<file path="src/rtl/br_ctrl.sv">
// Execute-stage branch resolution controller: evaluates one conditional branch at a time,
// redirects fetch on mispredict and maintains a 2-bit BHT plus branch statistics.
module br_ctrl #(
    parameter int unsigned DATAW = 32,
    parameter int unsigned IDXW  = 6,
    parameter int unsigned CNTW  = 32
) (
    input  logic             clk,
    input  logic             rst,
    input  logic             req_valid,
    output logic             req_ready,
    input  logic [2:0]       req_type,
    input  logic [31:0]      req_pc,
    input  logic [31:0]      req_imm,
    input  logic             req_pred,
    input  logic             ops_valid,
    input  logic [DATAW-1:0] op_a,
    input  logic [DATAW-1:0] op_b,
    input  logic             kill,
    input  logic [31:0]      pred_pc,
    output logic             pred_taken,
    output logic             redirect_valid,
    output logic [31:0]      redirect_pc,
    output logic             flush,
    output logic [CNTW-1:0]  stat_branches,
    output logic [CNTW-1:0]  stat_mispred
);

    localparam logic [1:0] IDLE  = 2'd0;
    localparam logic [1:0] EVAL  = 2'd1;
    localparam logic [1:0] REDIR = 2'd2;

    localparam int unsigned BhtN = 1 << IDXW;

    logic [1:0]      state_q, state_d;
    logic [2:0]      type_q;
    logic [31:0]     pc_q;
    logic [31:0]     imm_q;
    logic            pred_q;
    logic [31:0]     rpc_q, rpc_d;
    logic [1:0]      bht_q [BhtN];
    logic [1:0]      bht_d;
    logic [CNTW-1:0] br_cnt_q, br_cnt_d;
    logic [CNTW-1:0] mis_cnt_q, mis_cnt_d;

    logic            accept;
    logic            resolve;
    logic            taken;
    logic            legal;
    logic            mispred;
    logic            eq, lt_s, lt_u;
    logic [IDXW-1:0] upd_idx;
    logic [IDXW-1:0] lk_idx;
    logic            unused_pc;

    assign upd_idx   = pc_q[IDXW+1:2];
    assign lk_idx    = pred_pc[IDXW+1:2];
    assign unused_pc = ^{pred_pc[31:IDXW+2], pred_pc[1:0]};

    assign eq   = (op_a == op_b);
    assign lt_s = ($signed(op_a) < $signed(op_b));
    assign lt_u = (op_a < op_b);

    always_comb begin
        taken = 1'b0;
        legal = 1'b1;
        case (type_q)
            3'b000:  taken = eq;
            3'b001:  taken = !eq;
            3'b100:  taken = lt_s;
            3'b101:  taken = !lt_s;
            3'b110:  taken = lt_u;
            3'b111:  taken = !lt_u;
            default: legal = 1'b0;
        endcase
    end

    assign mispred = (taken != pred_q);
    assign accept  = (state_q == IDLE) && req_valid && !kill;
    // kill outranks operand arrival: an aborted branch never updates BHT or stats
    assign resolve = (state_q == EVAL) && ops_valid && !kill;

    always_comb begin
        state_d = state_q;
        unique case (state_q)
            IDLE:    if (accept) state_d = EVAL;
            EVAL: begin
                if (kill) begin
                    state_d = IDLE;
                end else if (ops_valid) begin
                    state_d = mispred ? REDIR : IDLE;
                end
            end
            REDIR:   state_d = IDLE;
            default: state_d = IDLE;
        endcase
    end

    always_comb begin
        rpc_d = rpc_q;
        if (resolve) begin
            rpc_d = taken ? (pc_q + imm_q) : (pc_q + 32'd4);
        end
    end

    always_comb begin
        bht_d = bht_q[upd_idx];
        if (taken) begin
            if (bht_d != 2'b11) bht_d = bht_d + 2'b01;
        end else begin
            if (bht_d != 2'b00) bht_d = bht_d - 2'b01;
        end
    end

    always_comb begin
        br_cnt_d  = br_cnt_q;
        mis_cnt_d = mis_cnt_q;
        if (resolve && legal) begin
            if (!(&br_cnt_q)) br_cnt_d = br_cnt_q + CNTW'(1);
            if (mispred && !(&mis_cnt_q)) mis_cnt_d = mis_cnt_q + CNTW'(1);
        end
    end

    always_ff @(posedge clk or posedge rst) begin
        if (rst) begin
            state_q   <= IDLE;
            type_q    <= 3'b000;
            pc_q      <= 32'd0;
            imm_q     <= 32'd0;
            pred_q    <= 1'b0;
            rpc_q     <= 32'd0;
            br_cnt_q  <= '0;
            mis_cnt_q <= '0;
        end else begin
            state_q   <= state_d;
            rpc_q     <= rpc_d;
            br_cnt_q  <= br_cnt_d;
            mis_cnt_q <= mis_cnt_d;
            if (accept) begin
                type_q <= req_type;
                pc_q   <= req_pc;
                imm_q  <= req_imm;
                pred_q <= req_pred;
            end
        end
    end

    // Reset every entry to weakly not-taken
    always_ff @(posedge clk or posedge rst) begin
        if (rst) begin
            for (int unsigned i = 0; i < BhtN; i++) begin
                bht_q[i] <= 2'b01;
            end
        end else if (resolve && legal) begin
            bht_q[upd_idx] <= bht_d;
        end
    end

    // Registered-array read: a same-cycle update is not visible until the next cycle
    assign pred_taken     = bht_q[lk_idx][1];
    assign req_ready      = (state_q == IDLE) && !kill;
    assign redirect_valid = (state_q == REDIR) && !kill;
    assign flush          = redirect_valid;
    assign redirect_pc    = rpc_q;
    assign stat_branches  = br_cnt_q;
    assign stat_mispred   = mis_cnt_q;

endmodule

</file>
<file path="config.mk">
export PLATFORM = sky130hd
export DESIGN_NAME = br_ctrl
export DESIGN_NICKNAME = d
export VERILOG_FILES = /design/src/rtl/br_ctrl.sv
export SDC_FILE = /design/constraint.sdc
export NUM_CORES = 1
export LEC_CHECK = 0
export CORE_ASPECT_RATIO = 1.1
export CORE_MARGIN = 5
export CORE_UTILIZATION = 49
export DETAILED_ROUTE_END_ITERATION = 7
export PLACE_DENSITY_LB_ADDON = 0.05
export SLEW_MARGIN = 30
export SYNTH_ARGS = -nofsm -noshare
export SYNTH_HDL_FRONTEND = slang
export SYNTH_SLANG_ARGS = --single-unit
</file>
<file path="constraint.sdc">
create_clock -name clk -period 11.3 [get_ports clk]
set_input_delay 2.825 -clock clk [delete_from_list [all_inputs] [get_ports clk]]
set_output_delay 2.825 -clock clk [all_outputs]
set_load 0.02 [all_outputs]
</file>
==> run metrics <==
die width between 150 and 200 um; Synth Instances 1676; clock tree root driver cell clkbuf_16; worst slack at placement 2.35 ns; share of synthesized registers carrying an async set or reset 100%; f_max 0.112 GHz; status complete, no violations; DRC Markers 0; CTS tree yes; flops & latches, synth ~290; area of the multi-input gates ~8400 um2; MaxCap Viol Count 0; worst-path fanout max 10; All-Layer GR Usage 23.5%; fin. max-slew vios 0; Lkg Pwr 0.00852 uW; Synth top area share 35.3%; die area approximately 37000 um2; grt total ovfl 0; post-CTS setup buffer count 0; FF/Latch Area 7440 um2; RSZ-0062 raised after global routing no; Antenna diodes 0; routed vias around 13000; Final Skew 0.00967 ns; Skew-Pair Late Insertion Delay between 0.5 and 0.6 ns; Tmin final approximately 8.9 ns; number of antenna violations at the first check in global routing 1; Post-CTS Resized 0; vias in the first global route 13200; die height 201 um; Crit path required time 8.48 ns; Via density 5.62; Worst-Margin Slew 0.969 ns; Avg WL per Cell about 19 um; Filler Cell Count 2842; core area 33100 um2; CTS Hold Bufs 0; Worst Setup End Kind output pin; clock sink total about 290; I/O pins ~270; TritonCTS Buffers 34; Buffers on Ports 242; Initial DRC Count about 850; DRT Pass-1 Iters 7; H-Tree Depth 2; Starting Density 49.3%; clk slew on worst S/H paths 0.06 ns; Final Util approximately three fifths; Post-layout nets 2132; Mapped Area 16300 um2; dominant cell type by area after synthesis dfrtp_1; final instance area around 20000 um2; synth top area cells dfrtp_1 (35%), dfstp_2 (10%), nand2_1 (6.8%); endpoints failing hold 0; setup_tns 0 ns; clock buffer depth 3; number of enable flip-flop cells after synthesis 0; fin crit share 79.1%; Hold WC Path Type reg -> reg; Critical Path AT between 6 and 7 ns; largest net degree at the start of global routing 159; Power Dens Cells 178 nW/um2; Syn Area/Cell 9.74 um2; post-route ant nets 0; Synth Warn # 0; Yosys cell types between 60 and 70; Cell Rows 70; slack of the critical path 2.36 ns; Most used DFF post-synth dfrtp_1; hold_ws 0.474 ns; synthesized net count around 1900; Area after DPL 19100 um2; Final setup viols 0; Relative slew margins a little over a third; HPWL after detailed placement 30900 um; share of cells above drive strength 1 13.2%; Worst Setup Path Type in -> out; global-route wire length before repair 71200 um; RD Place Congestion 0.851; final wirelength 44300 um; CP startpoint kind input pin; VDD IR max about 0.089 mV; Area Growth Syn to Fin 25.1%; register area share after synthesis a little under half
-- worst max-delay path: stages --
cell	delay [ns]
clkdlybuf4s50_1	0.81
buf_4	0.34
mux4_2	0.55
mux4_2	0.49
mux4_2	0.52
clkdlybuf4s50_1	0.56
-- per-layer routing --
metal | wire, um | share of wire (%) | vias up | global-route usage (%)
met1 | 19200 | 43 | 6435 | 31.5
met4 | 859 | 1.9 | 2 | 6.05
li1 | - | - | 6386 | -
met2 | 21900 | 49 | 349 | 40.2
met5 | 13 | 0.029 | - | 0
met3 | 2330 | 5.3 | 55 | 3.53
-- cells in the final DEF (no fill, tap or decap), drive strengths merged, types with 32 or more instances in the layout --
master         Yosys  layout
dfstp             64      64
nand4             36      36
nor3              32      32
nor2              67      67
xnor2             78      78
a21oi             76      76
nand2            295     295
xor2              42      42
clkdlybuf4s50      0     242
clkbuf            54      48
dfrtp            230     230
o21ai            188     188
ha                66      66
nand3             36      36
inv               54      55
mux2              71      71
-- state kept, by name, indices dropped and copies added (netlist names) --
register and cells:
bht_q 128, redirect_pc 32, pred_q 1, state_q 2, stat_mispred 32, imm_q 32
stat_branches 32, pc_q 32, type_q 3
-- report_power, final --
part / total [uW] / switching, uW / internal, uW / leakage [uW]
logic: 1160 / 662 / 501 / 0.00428
registers: 1320 / 120 / 1200 / 0.00365
clock network: 1160 / 449 / 709 / 0.000590
-- worst paths after layout --
path | start | cells past startpoint | to | slack (ns)
max in group asynchronous | rst | 4 | imm_q[17] | 7.13
worst min-delay path | bht_q[60] | 2 | bht_q[60] | 0.47
worst max register to register | pc_q[3] | 11 | bht_q[49] | 7.20
worst min register to register | bht_q[60] | 2 | bht_q[60] | 0.47
min in group asynchronous | rst | 2 | bht_q[49] | 2.85
worst max-delay path | pred_pc[2] | 6 | pred_taken | 2.36
-- through the flow --
step	instances	power [uW]
after floorplan	1676	2070
after global placement	2290	2480
after detailed placement	2290	2490
after CTS	2352	3670
after global routing	2354	3840
final	2354	3640
-- synthesized netlist by cell type (all sizes together) (11+ instances only) --
cell type,instances
nand2,295
nand4,36
mux2,71
a21oi,76
inv,54
dfstp,64
mux4,27
dfrtp,230
xor2,42
mux2i,19
clkbuf,54
ha,66
nor3,32
buf,23
nor2,67
and3,31
xnor2,78
a21o,22
and2,17
o21ai,188
a22oi,21
a221oi,11
nand3,36
-- cells by family after synthesis --
kind of cell | Yosys count | share of synthesized area, %
adder cells (fa/ha/maj) | 67 | 5.18
flip-flops | 294 | 45.6
buffers and inverters | 131 | 3.23
AND/OR/NAND/NOR | 572 | 16.2
AO/OA/AOI/OAI | 375 | 13.6
multiplexers | 117 | 9.81
XOR/XNOR | 120 | 6.44
-- layout make-up --
cell class	count	area share (%)
Sequential cell	294	36.4
Timing Repair Buffer	261	12.8
Clock buffer	48	4.87
Tap cell	432	2.65
Inverter	54	1.05
Multi-Input combinational cell	1251	41.2
Clock inverter	14	0.944
(Power assumes the default switching activity.)
